==> src/rtl/uart_pkg.sv <==
// Shared types and helpers for the UART receive controller.
//   cfg_t        : frame configuration {data_bit_num, stop_bit_num, parity_en, parity_type}
//   ctrl_state_t : controller FSM states
//   CFG_8N1      : configuration applied at reset
//   width_mask() : data-width code -> mask of the valid character bits
package uart_pkg;

    localparam logic [1:0] DBITS_5 = 2'b00;
    localparam logic [1:0] DBITS_6 = 2'b01;
    localparam logic [1:0] DBITS_7 = 2'b10;
    localparam logic [1:0] DBITS_8 = 2'b11;

    typedef struct packed {
        logic [1:0] data_bit_num;
        logic       stop_bit_num;
        logic       parity_en;
        logic       parity_type;
    } cfg_t;

    typedef enum logic [0:0] {
        IDLE  = 1'b0,
        FRAME = 1'b1
    } ctrl_state_t;

    localparam cfg_t CFG_8N1 = '{
        data_bit_num: DBITS_8,
        stop_bit_num: 1'b0,
        parity_en:    1'b0,
        parity_type:  1'b0
    };

    function automatic logic [7:0] width_mask(input logic [1:0] code);
        logic [7:0] mask;
        mask = 8'hFF;
        unique case (code)
            DBITS_5: mask = 8'h1F;
            DBITS_6: mask = 8'h3F;
            DBITS_7: mask = 8'h7F;
            DBITS_8: mask = 8'hFF;
            default: mask = 8'hFF;
        endcase
        return mask;
    endfunction

endpackage

==> src/rtl/uart_rx_ctrl_if.sv <==
// Host-side interface of the UART receive controller.
//   Config write : cfg_wr strobe with cfg_data_bit_num/cfg_stop_bit_num/cfg_parity_en/cfg_parity_type
//   Read port    : rd_valid/rd_ready handshake, rd_data/rd_perr head entry, level occupancy
//   Status       : overrun, timeout_irq, cleared by clr_err
// master = host side, slave = controller side.
interface uart_rx_ctrl_if #(
    parameter int unsigned FIFO_DEPTH = 16
);
    localparam int unsigned LW = $clog2(FIFO_DEPTH) + 1;

    logic          cfg_wr;
    logic [1:0]    cfg_data_bit_num;
    logic          cfg_stop_bit_num;
    logic          cfg_parity_en;
    logic          cfg_parity_type;
    logic          rd_valid;
    logic          rd_ready;
    logic [7:0]    rd_data;
    logic          rd_perr;
    logic [LW-1:0] level;
    logic          overrun;
    logic          timeout_irq;
    logic          clr_err;

    modport master (
        output cfg_wr, cfg_data_bit_num, cfg_stop_bit_num, cfg_parity_en, cfg_parity_type,
        output rd_ready, clr_err,
        input  rd_valid, rd_data, rd_perr, level, overrun, timeout_irq
    );

    modport slave (
        input  cfg_wr, cfg_data_bit_num, cfg_stop_bit_num, cfg_parity_en, cfg_parity_type,
        input  rd_ready, clr_err,
        output rd_valid, rd_data, rd_perr, level, overrun, timeout_irq
    );

endinterface

==> src/rtl/uart_rx_fifo.sv <==
// Synchronous first-word-fall-through FIFO for received characters.
//   push/wdata  : write request (accepted when not full, or full with a pop in the same cycle)
//   pop         : read request (ignored when empty)
//   rdata       : head entry; holds the last popped entry while empty
//   full/empty  : flags from pointers carrying one extra wrap bit
//   level       : current occupancy; level_next: occupancy after this clock edge
//   pop_ok      : a pop is actually taken this cycle
module uart_rx_fifo #(
    parameter int unsigned DEPTH = 16,
    parameter int unsigned WIDTH = 9,
    localparam int unsigned AW = $clog2(DEPTH),
    localparam int unsigned PW = AW + 1
) (
    input  logic             clk,
    input  logic             rst,
    input  logic             push,
    input  logic [WIDTH-1:0] wdata,
    input  logic             pop,
    output logic [WIDTH-1:0] rdata,
    output logic             full,
    output logic             empty,
    output logic [PW-1:0]    level,
    output logic [PW-1:0]    level_next,
    output logic             pop_ok
);

    logic [WIDTH-1:0] mem [DEPTH];
    logic [PW-1:0]    wr_ptr_q, rd_ptr_q;
    logic [WIDTH-1:0] last_q;
    logic             push_ok;

    assign empty      = (wr_ptr_q == rd_ptr_q);
    assign full       = (wr_ptr_q[AW] != rd_ptr_q[AW]) &&
                        (wr_ptr_q[AW-1:0] == rd_ptr_q[AW-1:0]);
    assign pop_ok     = pop && !empty;
    // A full FIFO still accepts a write when the head is leaving in the same cycle.
    assign push_ok    = push && (!full || pop_ok);
    assign level      = wr_ptr_q - rd_ptr_q;
    assign level_next = level + PW'(push_ok) - PW'(pop_ok);
    assign rdata      = empty ? last_q : mem[rd_ptr_q[AW-1:0]];

    always_ff @(posedge clk or posedge rst) begin
        if (rst) begin
            wr_ptr_q <= '0;
            rd_ptr_q <= '0;
            last_q   <= '0;
        end else begin
            if (push_ok) wr_ptr_q <= wr_ptr_q + PW'(1);
            if (pop_ok) begin
                rd_ptr_q <= rd_ptr_q + PW'(1);
                last_q   <= mem[rd_ptr_q[AW-1:0]];
            end
        end
    end

    always_ff @(posedge clk) begin
        if (push_ok) mem[wr_ptr_q[AW-1:0]] <= wdata;
    end

endmodule

==> src/rtl/uart_rx_ctrl.sv <==
// Receive-side controller between the uart_rx datapath and the host.
//   clk, rst       : clock, asynchronous active-high reset
//   tick, rx_line  : 16x oversample strobe and synchronized rx pin (shared with uart_rx)
//   rx_done/rx_data/parity_error : character-complete pulse and its payload from uart_rx
//   data_bit_num/stop_bit_num/parity_en/parity_type : active frame config driven to uart_rx
//   rts_n          : flow control with hysteresis (0 = remote may send)
//   host           : config writes, FIFO read port, overrun/timeout status
// Config writes are staged and only applied while idle between frames.
module uart_rx_ctrl
    import uart_pkg::*;
#(
    parameter int unsigned FIFO_DEPTH    = 16,
    parameter int unsigned AF_THRESH     = 12,
    parameter int unsigned AE_THRESH     = 4,
    parameter int unsigned TIMEOUT_TICKS = 640
) (
    input  logic       clk,
    input  logic       rst,
    input  logic       tick,
    input  logic       rx_line,
    input  logic       rx_done,
    input  logic [7:0] rx_data,
    input  logic       parity_error,
    output logic [1:0] data_bit_num,
    output logic       stop_bit_num,
    output logic       parity_en,
    output logic       parity_type,
    output logic       rts_n,
    uart_rx_ctrl_if.slave host
);

    localparam int unsigned LW = $clog2(FIFO_DEPTH) + 1;
    localparam int unsigned CW = $clog2(TIMEOUT_TICKS + 1);
    localparam logic [CW-1:0] TO_MAX = CW'(TIMEOUT_TICKS);

    ctrl_state_t   state_q, state_d;
    cfg_t          cfg_q, cfg_d;
    cfg_t          pend_cfg_q, pend_cfg_d;
    logic          pend_q, pend_d;
    logic          prev_rx_q;
    logic          fall;
    logic          rts_n_q, rts_n_d;
    logic          overrun_q, overrun_d;
    logic          timeout_q, timeout_d;
    logic [CW-1:0] cnt_q, cnt_d;

    logic [8:0]    fifo_wdata, fifo_rdata;
    logic          fifo_full, fifo_empty, fifo_pop_ok;
    logic [LW-1:0] fifo_level, fifo_level_next;

    assign fall = prev_rx_q && !rx_line;

    // Characters are captured at the active width; parity errors only count when parity is on.
    assign fifo_wdata = {parity_error & cfg_q.parity_en, rx_data & width_mask(cfg_q.data_bit_num)};

    uart_rx_fifo #(
        .DEPTH (FIFO_DEPTH),
        .WIDTH (9)
    ) u_fifo (
        .clk        (clk),
        .rst        (rst),
        .push       (rx_done),
        .wdata      (fifo_wdata),
        .pop        (host.rd_ready),
        .rdata      (fifo_rdata),
        .full       (fifo_full),
        .empty      (fifo_empty),
        .level      (fifo_level),
        .level_next (fifo_level_next),
        .pop_ok     (fifo_pop_ok)
    );

    // FSM and configuration staging.
    always_comb begin
        logic apply;
        state_d    = state_q;
        cfg_d      = cfg_q;
        pend_d     = pend_q;
        pend_cfg_d = pend_cfg_q;
        apply      = 1'b0;

        unique case (state_q)
            IDLE: begin
                // A starting frame wins; the staged config waits for the next idle gap.
                if (fall) begin
                    state_d = FRAME;
                end else if (pend_q) begin
                    cfg_d = pend_cfg_q;
                    apply = 1'b1;
                end
            end
            FRAME: begin
                if (rx_done) state_d = IDLE;
            end
            default: state_d = IDLE;
        endcase

        if (apply) pend_d = 1'b0;
        if (host.cfg_wr) begin
            pend_d     = 1'b1;
            pend_cfg_d = '{
                data_bit_num: host.cfg_data_bit_num,
                stop_bit_num: host.cfg_stop_bit_num,
                parity_en:    host.cfg_parity_en,
                parity_type:  host.cfg_parity_type
            };
        end
    end

    // Flow control, error status and idle timeout.
    always_comb begin
        logic to_set;
        rts_n_d = rts_n_q;
        if (fifo_level_next >= LW'(AF_THRESH)) begin
            rts_n_d = 1'b1;
        end else if (fifo_level_next <= LW'(AE_THRESH)) begin
            rts_n_d = 1'b0;
        end

        overrun_d = overrun_q;
        if (rx_done && fifo_full && !fifo_pop_ok) begin
            overrun_d = 1'b1;
        end else if (host.clr_err) begin
            overrun_d = 1'b0;
        end

        cnt_d = cnt_q;
        if (rx_done || fifo_pop_ok || fifo_empty) begin
            cnt_d = '0;
        end else if (tick && (state_q == IDLE) && (cnt_q != TO_MAX)) begin
            cnt_d = cnt_q + CW'(1);
        end

        to_set    = (cnt_d == TO_MAX) && (cnt_q != TO_MAX);
        timeout_d = timeout_q;
        if (to_set) begin
            timeout_d = 1'b1;
        end else if (fifo_pop_ok || (fifo_level_next == '0) || host.clr_err) begin
            timeout_d = 1'b0;
        end
    end

    always_ff @(posedge clk or posedge rst) begin
        if (rst) begin
            state_q    <= IDLE;
            cfg_q      <= CFG_8N1;
            pend_cfg_q <= CFG_8N1;
            pend_q     <= 1'b0;
            prev_rx_q  <= 1'b1;
            rts_n_q    <= 1'b0;
            overrun_q  <= 1'b0;
            timeout_q  <= 1'b0;
            cnt_q      <= '0;
        end else begin
            state_q    <= state_d;
            cfg_q      <= cfg_d;
            pend_cfg_q <= pend_cfg_d;
            pend_q     <= pend_d;
            prev_rx_q  <= rx_line;
            rts_n_q    <= rts_n_d;
            overrun_q  <= overrun_d;
            timeout_q  <= timeout_d;
            cnt_q      <= cnt_d;
        end
    end

    assign data_bit_num = cfg_q.data_bit_num;
    assign stop_bit_num = cfg_q.stop_bit_num;
    assign parity_en    = cfg_q.parity_en;
    assign parity_type  = cfg_q.parity_type;
    assign rts_n        = rts_n_q;

    assign host.rd_valid    = !fifo_empty;
    assign host.rd_data     = fifo_rdata[7:0];
    assign host.rd_perr     = fifo_rdata[8];
    assign host.level       = fifo_level;
    assign host.overrun     = overrun_q;
    assign host.timeout_irq = timeout_q;

endmodule

==> src/flat_wrapper.sv <==
// flat-port wrapper written by rule: the top's interface ports become plain ports
module uart_rx_ctrl_flat import uart_pkg::*;
#(
    parameter int unsigned FIFO_DEPTH    = 16,
    parameter int unsigned AF_THRESH     = 12,
    parameter int unsigned AE_THRESH     = 4,
    parameter int unsigned TIMEOUT_TICKS = 640
)
  (clk, rst, tick, rx_line, rx_done, rx_data, parity_error, data_bit_num, stop_bit_num, parity_en, parity_type, rts_n, host_cfg_wr, host_cfg_data_bit_num, host_cfg_stop_bit_num, host_cfg_parity_en, host_cfg_parity_type, host_rd_ready, host_clr_err, host_rd_valid, host_rd_data, host_rd_perr, host_level, host_overrun, host_timeout_irq);
  uart_rx_ctrl_if #(.FIFO_DEPTH(FIFO_DEPTH)) host_i ();
  input  logic clk;
  input  logic rst;
  input  logic tick;
  input  logic rx_line;
  input  logic rx_done;
  input  logic [7:0] rx_data;
  input  logic parity_error;
  output logic [1:0] data_bit_num;
  output logic stop_bit_num;
  output logic parity_en;
  output logic parity_type;
  output logic rts_n;
  input wire logic [$bits(host_i.cfg_wr)-1:0] host_cfg_wr;
  input wire logic [$bits(host_i.cfg_data_bit_num)-1:0] host_cfg_data_bit_num;
  input wire logic [$bits(host_i.cfg_stop_bit_num)-1:0] host_cfg_stop_bit_num;
  input wire logic [$bits(host_i.cfg_parity_en)-1:0] host_cfg_parity_en;
  input wire logic [$bits(host_i.cfg_parity_type)-1:0] host_cfg_parity_type;
  input wire logic [$bits(host_i.rd_ready)-1:0] host_rd_ready;
  input wire logic [$bits(host_i.clr_err)-1:0] host_clr_err;
  output wire logic [$bits(host_i.rd_valid)-1:0] host_rd_valid;
  output wire logic [$bits(host_i.rd_data)-1:0] host_rd_data;
  output wire logic [$bits(host_i.rd_perr)-1:0] host_rd_perr;
  output wire logic [$bits(host_i.level)-1:0] host_level;
  output wire logic [$bits(host_i.overrun)-1:0] host_overrun;
  output wire logic [$bits(host_i.timeout_irq)-1:0] host_timeout_irq;
  assign host_i.cfg_wr = host_cfg_wr;
  assign host_i.cfg_data_bit_num = host_cfg_data_bit_num;
  assign host_i.cfg_stop_bit_num = host_cfg_stop_bit_num;
  assign host_i.cfg_parity_en = host_cfg_parity_en;
  assign host_i.cfg_parity_type = host_cfg_parity_type;
  assign host_i.rd_ready = host_rd_ready;
  assign host_i.clr_err = host_clr_err;
  assign host_rd_valid = host_i.rd_valid;
  assign host_rd_data = host_i.rd_data;
  assign host_rd_perr = host_i.rd_perr;
  assign host_level = host_i.level;
  assign host_overrun = host_i.overrun;
  assign host_timeout_irq = host_i.timeout_irq;
  uart_rx_ctrl #(.FIFO_DEPTH(FIFO_DEPTH), .AF_THRESH(AF_THRESH), .AE_THRESH(AE_THRESH), .TIMEOUT_TICKS(TIMEOUT_TICKS)) u_core (.clk(clk), .rst(rst), .tick(tick), .rx_line(rx_line), .rx_done(rx_done), .rx_data(rx_data), .parity_error(parity_error), .data_bit_num(data_bit_num), .stop_bit_num(stop_bit_num), .parity_en(parity_en), .parity_type(parity_type), .rts_n(rts_n), .host(host_i));
endmodule
==> config.mk <==
export PLATFORM = sky130hd
export DESIGN_NAME = uart_rx_ctrl_flat
export DESIGN_NICKNAME = d
export VERILOG_FILES = /design/src/rtl/uart_pkg.sv /design/src/rtl/uart_rx_ctrl_if.sv /design/src/rtl/uart_rx_fifo.sv /design/src/rtl/uart_rx_ctrl.sv /design/src/flat_wrapper.sv
export SDC_FILE = /design/constraint.sdc
export NUM_CORES = 1
export LEC_CHECK = 0
export CORE_MARGIN = 4
export CORE_UTILIZATION = 45
export DETAILED_ROUTE_END_ITERATION = 6
export PLACE_DENSITY_LB_ADDON = 0.15
export SKIP_CTS_REPAIR_TIMING = 1
export SLEW_MARGIN = 40
export SYNTH_ARGS = -nofsm -noshare
export SYNTH_HDL_FRONTEND = slang
export SYNTH_HIERARCHICAL = 1
export SYNTH_SLANG_ARGS = --single-unit
export TNS_END_PERCENT = 20
==> constraint.sdc <==
create_clock -name clk -period 5.1 [get_ports clk]
set_input_delay 1.53 -clock clk [delete_from_list [all_inputs] [get_ports clk]]
set_output_delay 1.53 -clock clk [all_outputs]
set_load 0.02 [all_outputs]
Yosys cells after proc, flatten, opt, wreduce, memory -nomap -nowiden
Memories as Yosys holds them, arrays and structs flattened.
Cells that the tools add are included.

word-level totals
  input port bits = 22
  memory bits (writable) = 144
  logic and storage cells = 84
  memories = 1
  output and inout port bits = 23
  register bits after elaboration = 45

operators by class
  eq/ne operators = 8
  add/subtract/negate cells = 6
  muxes and demuxes = 20
  bitwise operators = 4
  order comparisons = 2
  reduce and logical (&&, ||, !) cells = 25

memories
  name               words  bits a word  read ports  clocked after Yosys merged registers in  wr ports  RTL line            RTL
  u_core.u_fifo.mem  16     9            1           0                                        1         uart_rx_fifo.sv:27  logic [WIDTH-1:0] mem [DEPTH];

operator list
  cell                                                            count
  case mux 8 bit (4 select lines)                                 1
  2-to-1 mux 10 bit                                               2
  2-to-1 mux 1 bit                                                15
  adder 10 x 1 -> 10 bit, second input constant                   1
  adder 5 x 1 -> 5 bit, second input constant                     2
  == test 10 bit, second input constant                           1
  inequality test 10 bit, second input constant                   1
  logical AND 1 bit                                               9
  2-to-1 mux 9 bit                                                1
  bitwise AND 8 bit                                               1
  nonzero test 2 bit                                              4
  adder 5 x 1 -> 5 bit                                            1
  == test 5 bit                                                   1
  >= comparator 5 x 4 -> 1 bit, second input constant             1
  less-or-equal comparator 5 x 3 -> 1 bit, second input constant  1
  zero test 5 bit                                                 1
  logical OR 1 bit                                                5
  subtractor 5 x 1 -> 5 bit                                       1
  subtractor 5 bit                                                1
  == test 2 bit, second input constant                            2
  == test 4 bit                                                   1
  zero test 1 bit                                                 4
  AND reduction 3 bit                                             1
  == test 2 x 1 -> 1 bit, second input constant                   1
  5 further kinds                                                 6

Longest topological paths before layout
Gate-level depths: netlist of the first run.

  word-level depth = 12
  gate-level depth with buffers = 19
  depth with buffers taken out = 17

Cells and area by module
The synthesis of the first run kept the hierarchy.

by module, submodules not included
  module        area an instance (sq um)  cells each  sequential area each (sq um)  times used
  uart_rx_fifo  6924.1                    371         4799.6                        1
  uart_rx_ctrl  1350.0                    128         656.9                         1

Worst setup path after synthesis of the first run
OpenSTA, ideal clock, no wires.

  path type = input port to flip-flop
  start point = input port host_rd_ready
  end point = register u_core.timeout_q, in the netlist u_core/host.timeout_irq
  path slack = 0.968 ns
  buffers on the path = 0
  cell stages on the path = 14
  data arrival time = 4.002 ns
  library setup time = 0.130 ns
  required time = 4.970 ns
  path through = o31a_4 > clkinv_2 > ha_1 > inv_1 > ha_1 > inv_1 > fa_1 > inv_1 > a21o_1 > a21oi_1 > xor3_1 > or4_1 > o211ai_1 > o31ai_2

between the ends
  cells in the longest elaborated chain, start to end = 9
  elaborated cells between the ends (all ways) = 15
  classes of those cells = add/sub: 2; eq/ne: 1; mux: 2; reduce/logical: 10

RTL lines
  item                                     RTL line             RTL
  from (decl)                              flat_wrapper.sv:28   input wire logic [$bits(host_i.rd_ready)-1:0] host_rd_ready;
  logical AND 1 bit (*)                    uart_rx_fifo.sv:35   assign pop_ok = pop && !empty;
  logical OR 1 bit                         uart_rx_fifo.sv:37   assign push_ok = push && (!full || pop_ok);
  logical AND 1 bit                        uart_rx_fifo.sv:37
  adder 5 x 1 -> 5 bit                     uart_rx_fifo.sv:39   assign level_next = level + PW'(push_ok) - PW'(pop_ok);
  subtractor 5 x 1 -> 5 bit (*)            uart_rx_fifo.sv:39
  net u_core.fifo_level_next[4]            uart_rx_ctrl.sv:49   logic [LW-1:0] fifo_level, fifo_level_next;
  zero test 5 bit (*)                      uart_rx_ctrl.sv:138  end else if (fifo_pop_ok || (fifo_level_next == '0) || host.clr_err) begin
  logical OR 1 bit (*) (2 in series)       uart_rx_ctrl.sv:138
  nonzero test 2 bit (no source line) (*)  -
  to (signal assigned)                     uart_rx_ctrl.sv:162  timeout_q <= timeout_d;
  to (decl)                                uart_rx_ctrl.sv:44   logic timeout_q, timeout_d;

The timed path passes the listed nets; every way through them passes the cells marked *.
A chain may end at the register's enable or synchronous reset.

Final worst setup path of the first run
  start point = register u_core.u_fifo.rd_ptr_q[1]
  end point = output port host_rd_data[0]

between the ends
  cells in the longest elaborated chain, start to end = 2
  elaborated cells between the ends (all ways) = 3
  classes of those cells = eq/ne: 1; mux: 1; memory: 1

RTL lines
  item                    RTL line            RTL
  from (decl)             uart_rx_fifo.sv:28  logic [PW-1:0] wr_ptr_q, rd_ptr_q;
  from (signal assigned)  uart_rx_fifo.sv:50  rd_ptr_q <= rd_ptr_q + PW'(1);
  == test 5 bit           uart_rx_fifo.sv:32  assign empty = (wr_ptr_q == rd_ptr_q);
  net u_core.fifo_empty   uart_rx_ctrl.sv:48  logic fifo_full, fifo_empty, fifo_pop_ok;
  2-to-1 mux 9 bit        uart_rx_fifo.sv:40  assign rdata = empty ? last_q : mem[rd_ptr_q[AW-1:0]];
  to (decl)               flat_wrapper.sv:31  output wire logic [$bits(host_i.rd_data)-1:0] host_rd_data;

The timed path passes the listed nets, and every way through them passes these cells.

==> results of run 1 <==
## through the flow
stage / util / hold slack [ps] / cells
floorplan: - / 450 / 499
global placement: 0.497 / 461 / 766
detailed placement: 0.497 / 479 / 766
CTS: 0.527 / 495 / 798
global route: 0.527 / 508 / 798
finish: 0.527 / 487 / 798
## flip-flops by register name (all words and copies together), names as in the netlist, 2 cells and up
name / flops
u_core/cnt_q: 10
u_core/data_bit_num: 2
u_core/u_fifo/wr_ptr_q: 5
u_core/u_fifo/mem: 144
u_core/u_fifo/rd_ptr_q: 5
u_core/pend_cfg_q: 5
u_core/u_fifo/last_q: 9
## layout by cell type, fill, tap and decap left out, drive strengths merged, types with 5 or more instances in the layout
cell type,instances
nor2,20
a21oi,7
buf,12
edfxtp,144
o21ai,24
xnor2,19
dfrtp,40
mux2i,19
nand2,28
clkbuf,25
ha,16
xor2,5
nor3,5
mux4,36
and2,18
mux2,19
clkdlybuf4s50,44
inv,27
nand3,6
clkinv,6
dfstp,5
## final timing paths
kind | startpoint | endpoint
min in group asynchronous | rst | u_core/u_fifo/last_q[4]
setup reg to reg | u_core/u_fifo/rd_ptr_q[1] | u_core/host.timeout_irq
hold reg to reg | u_core/u_fifo/last_q[7] | u_core/u_fifo/last_q[7]
hold / removal | u_core/u_fifo/last_q[7] | u_core/u_fifo/last_q[7]
setup / recovery | u_core/u_fifo/rd_ptr_q[1] | host_rd_data[0]
max in group asynchronous | rst | u_core/data_bit_num[1]
## Yosys cell counts (6+ instances only)
master,count,area [um^2]
inv_1,25,93.8
mux2_2,18,203
nand2_1,28,105
mux4_2,29,653
a21oi_1,7,35.0
edfxtp_1,144,4320
xnor2_1,18,158
nand3_1,6,30.0
nor2_1,19,71.3
dfrtp_1,40,1000
ha_1,16,200
o21ai_1,19,95.1
and2_1,18,113
mux2i_1,19,190
mux4_1,7,184
## layout make-up
| cell class | instances | area share |
|---|---|---|
| sequential | 189 | 0.575 |
| timing repair buffer | 56 | 0.0558 |
| inverter | 27 | 0.0111 |
| tap | 229 | 0.0302 |
| multi-input combinational | 265 | 0.271 |
| clock inverter | 7 | 0.00698 |
| clock buffer | 25 | 0.0500 |
## cells by family (layout without fill, tap and decap cells)
group,after synthesis,after routing,share of synthesized area
compound gates,50,50,0.0395
xor+xnor,25,25,0.0292
fa+ha+maj,18,18,0.0290
buf+inv,45,115,0.0290
flops,189,189,0.659
mux,74,74,0.150
simple gates,98,98,0.0634
## power by group through the flow
stage	sequential (uW)	clock [uW]	combinational (uW)
CTS	2100	1250	2740
floorplan	2040	0	1930
global placement	2110	0	2660
detailed placement	2130	0	2720
finish	2090	1220	2690
global route	2120	1310	2970
## worst max-delay path, delay by kind of cell, from the launching register on
| kind | cells | cell delay (ps) |
|---|---|---|
| adder cells (fa/ha/maj) | 1 | 340 |
| AND/OR/NAND/NOR | 3 | 470 |
| buffers and inverters | 3 | 1110 |
| AO/OA/AOI/OAI | 1 | 150 |
| flip-flops | 1 | 730 |
## per-layer routing
layer / up-vias / GRT usage
li1: 2006 / -
met1: 2236 / 0.245
met2: 73 / 0.274
met3: 14 / 0.0336
met4: 0 / 0.0481
met5: - / 0
==> flow_summary_export.csv, run 1 <==
group,metric,value,unit
die,pin_count,45,
die,die-width,144,um
sta,slew_violations,0,
routing,wl_met3,575,um
die,initial_core_util,0.459,
final_layout,antenna_cells,0,
routing,top_layer,"met4",
critical_path,critical_path_class,"register to output port",
placement,place_congestion,0.783,
pwr,switching_share,0.350,
placement,dp_slack,284,ps
clock_network,h-tree-depth,4,
clock_network,insertion_delay,420,ps
sta,tightestPinTransition,641,ps
global_routing,grt.total_usage,0.172,
logic_synthesis,synth_flop_cell,"edfxtp_1",
worst_hold_path,hold_class,"register to register",
critical_path,crit_chain,"inv_1 -> ha_1 -> nand4_1 -> nor2_2 -> buf_4 -> nand2_1 -> o21ai_1 -> clkdlybuf4s50_1",
logic_synthesis,netlist_instances,499,
final_layout,drive_gt1_frac,0.188,
clock_network,clock_path_buffers,2,
logic_synthesis,syn_area,0.00827,mm^2
global_routing,overflow,0,
pwr,p_sw,2100,uW
placement,io_buffers,44,
clock_network,cts_tree,"yes",
global_routing,grt_start_max_net_pins,27,
final_layout,final_area,0.00950,mm^2
placement,place_hpwl,11100,um
pwr,power_frac_clock,0.204,
clock_network,root_buffer,"clkbuf_16",
outcome,status,"finished, final reports clean",
clock_network,clk_pin_slew,60,ps
critical_path,cp_slowest_stage_delay,730,ps
critical_path,start_kind,"register",
routing,antenna_left,0,
global_routing,antenna_found_initial,0,
routing,met2_length,8130,um
run,drv_cap,0,
logic_synthesis,yosys_warnings,6,
routing,routedWlPerCell,20.6,um
final_layout,register_area,0.00546,mm^2
critical_path,crit_path_end_kind,"output port",
pwr,leakage,0.00341,uW
sta,fin_crit,4750,ps
routing,drt-vias-per-instance,5.42,
critical_path,cp_max_fo,19,
routing,num_vias,4329,
sta,skew,8.34,ps
global_routing,grt_pass1_wl,26200,um
sta,post-route-period-util,0.932,
final_layout,nFillCells,1514,
routing,drtIter0Drc,237,
clock_network,numCtsBuffers,17,
pwr,p_int,3910,uW
final_layout,fin_nets,596,
sta,final-hold-violation-count,0,
critical_path,regToRegSetupSlack,850,ps
die,core_area,0.0180,mm^2
logic_synthesis,synth_seq_area_share,0.659,
sta,rsz0062_at_grt,"no",
sta,setup_tns,0,ps
routing,drc,0,
clock_network,clock-sinks,189,
routing,drt_first_pass_iters,4,
sta,setup_violations,0,
final_layout,multi_input_comb_area,0.00258,mm^2
pwr,totalPowerFinal,6010,uW
placement,placedInstanceArea,0.00896,mm^2
logic_synthesis,syn_nets,539,
sta,slew_headroom,0.573,
sta,timing.final.ws_setup,347,ps
worst_hold_path,hold_depth,2,
critical_path,arrival,3220,ps
die,num_rows,49,
final_layout,area_delta_synth_final,14.8,%
routing,met1_length,7560,um
pwr,power_frac_seq,0.348,
critical_path,required,3570,ps
critical_path,cpMaxStageDelayCell,"dfrtp_2",
logic_synthesis,synth_cell_types,54,
logic_synthesis,ys_async_sr_fraction,0.238,
routing,wl,16400,um
pwr,peakVddDrop,0.385,mV
global_routing,grt_pass1_vias,4530,
critical_path,worst-r2r-cell-count,17,
sta,timing.fmax,0.210,GHz
logic_synthesis,synth_edf_count,144,
logic_synthesis,synth_seq_cells,189,
pwr,power_density,632,mW/mm^2
die,die_area,0.0206,mm^2
logic_synthesis,synth.avg_cell_area,16.6,um^2
die,die_h,144,um
pwr,p_comb_frac,0.449,
Note: power is estimated with default switching activity, not from simulation.
==> run 2: changes to the inputs <==
clock period = 5.4 ns   (was 5.1 ns; I/O delays follow)
==> run 2 against run 1 <==
Compared with the run above:
- clock power down 3%
- via count increased by 0.16%
- register-to-register slack better by 510 ps
- die area unchanged
- critical path depth fell by 1
- sequential power down 8%
- utilization hardly changed
- sequential share of layout area is essentially flat
- cell area about the same
- worst setup slack better by 160 ps
- count of clock-buffer cells in the layout is 8 lower
- global-route usage barely moved
==> flow_summary_export.csv, run 2 (synthesis gave the netlist of run 1 again) <==
group,metric,value,unit
pwr,p_int,3660,uW
sta,setup_tns,0,ps
routing,drc,0,
worst_hold_path,hold_class,"register to register",
critical_path,cp_max_fo,18,
final_layout,final_area,0.00950,mm^2
outcome,status,"finished, final reports clean",
placement,place_congestion,0.748,
run,drv_cap,0,
global_routing,grt.total_usage,0.172,
critical_path,rr_startpoint,"u_core/u_fifo/rd_ptr_q[1]",
die,num_rows,49,
final_layout,area_delta_synth_final,14.8,%
routing,wl,16400,um
final_layout,final_common_cell,"edfxtp_1",
sta,timing.fmax,0.204,GHz
sta,setup_violations,0,
routing,drt-vias-per-instance,5.46,
pwr,p_sw,2040,uW
global_routing,overflow,0,
pwr,p_comb_frac,0.455,
final_layout,mostFrequentLayoutCells,"edfxtp_1, clkdlybuf4s50_1, dfrtp_1",
die,initial_core_util,0.459,
sta,skew,6.98,ps
routing,drtIter0Drc,309,
die,pin_count,45,
final_layout,final_cells,794,
pwr,power_frac_seq,0.338,
critical_path,critical_path_class,"register to output port",
sta,fin_crit,4890,ps
clock_network,h-tree-depth,4,
global_routing,grt_pass1_vias,4466,
final_layout,drive_gt1_frac,0.196,
die,die-width,144,um
global_routing,antenna_found_initial,0,
clock_network,cts_tree,"yes",
final_layout,largest_reg_flops,144,
clock_network,insertion_delay,430,ps
sta,tightestPinTransition,783,ps
final_layout,register_area,0.00546,mm^2
critical_path,arrival,3270,ps
die,core_area,0.0180,mm^2
sta,hold_ws,485,ps
sta,slew_violations,0,
placement,place_hpwl,10800,um
clock_network,clock-sinks,189,
placement,dp_cells,762,
pwr,switching_share,0.358,
routing,drt_first_pass_iters,4,
worst_hold_path,min_from,"u_core/pend_q",
sta,final-hold-violation-count,0,
pwr,power_frac_clock,0.207,
critical_path,cp-startpoint,"u_core/u_fifo/rd_ptr_q[1]",
global_routing,grt_pass1_wl,26000,um
critical_path,required,3780,ps
clock_network,root_buffer,"clkbuf_16",
clock_network,numCtsBuffers,17,
die,die_area,0.0206,mm^2
final_layout,final_util,0.527,
clock_network,clock_path_buffers,2,
final_layout,fin_nets,592,
critical_path,start_kind,"register",
final_layout,nFillCells,1496,
pwr,leakage,0.00339,uW
global_routing,grt_start_max_net_pins,31,
pwr,power_density,601,mW/mm^2
placement,io_buffers,44,
sta,rsz0062_at_grt,"no",
sta,slew_headroom,0.477,
final_layout,antenna_cells,0,
placement,placedInstanceArea,0.00893,mm^2
routing,num_vias,4336,
clock_network,clk_pin_slew,70,ps
die,die_h,144,um
final_layout,multi_input_comb_area,0.00258,mm^2
critical_path,crit_path_end_kind,"output port",
pwr,peakVddDrop,0.347,mV
routing,routedWlPerCell,20.7,um
routing,antenna_left,0,
sta,post-route-period-util,0.906,
-- run 2: stage by stage --
stage / total power, uW / setup WS, ps
final: 5710 / 508
after global routing: 6080 / 368
after CTS: 5780 / 339
after detailed placement: 4570 / 510
after global placement: 4500 / 625
after floorplan: 3750 / 1180
-- run 2: layout make-up --
type                    instances  share of cell area
inverters                      27              0.0111
clock inverters                15              0.0144
well taps                     229              0.0302
clock buffers                  17              0.0448
repair buffers                 52              0.0527
flip-flops and latches        189               0.575
multi-input cells             265               0.272
-- run 2: power by group through the flow --
stage / Sequential, uW / Combinational (uW) / Clock [uW]
5_1_grt: 1950 / 2850 / 1280
4_1_cts: 1930 / 2630 / 1220
3_5_place_dp: 1960 / 2610 / 0
6_report: 1930 / 2590 / 1180
3_3_place_gp: 1950 / 2550 / 0
2_1_floorplan: 1930 / 1820 / 0
-- run 2: critical path, stage by stage, from the launching register on --
cell and delay, ps:
dfrtp_2 550, buf_4 420, buf_4 280, mux4_2 510
mux2i_1 240, mux2_2 230, o21ai_1 60, clkdlybuf4s50_1 550
-- run 2: final timing paths --
| kind | end | slack (ps) | cells past startpoint |
|---|---|---|---|
| setup reg to reg | u_core/host.timeout_irq | 1360 | 17 |
| hold / removal | u_core/pend_q | 480 | 1 |
| max in group asynchronous | u_core/data_bit_num[0] | 3390 | 2 |
| hold reg to reg | u_core/pend_q | 480 | 1 |
| min in group asynchronous | u_core/u_fifo/last_q[8] | 1580 | 2 |
| setup / recovery | host_rd_data[3] | 510 | 7 |
-- run 2: metal layers --
metal  up-vias  GRT usage  routed length, um  part of all wire
li1       2001          -                  -                 -
met1      2237      0.241               7380              0.45
met2        81      0.274               8150              0.50
met3        17     0.0346                603             0.037
met4         0     0.0520                277             0.017
met5         -          0                  0                 0
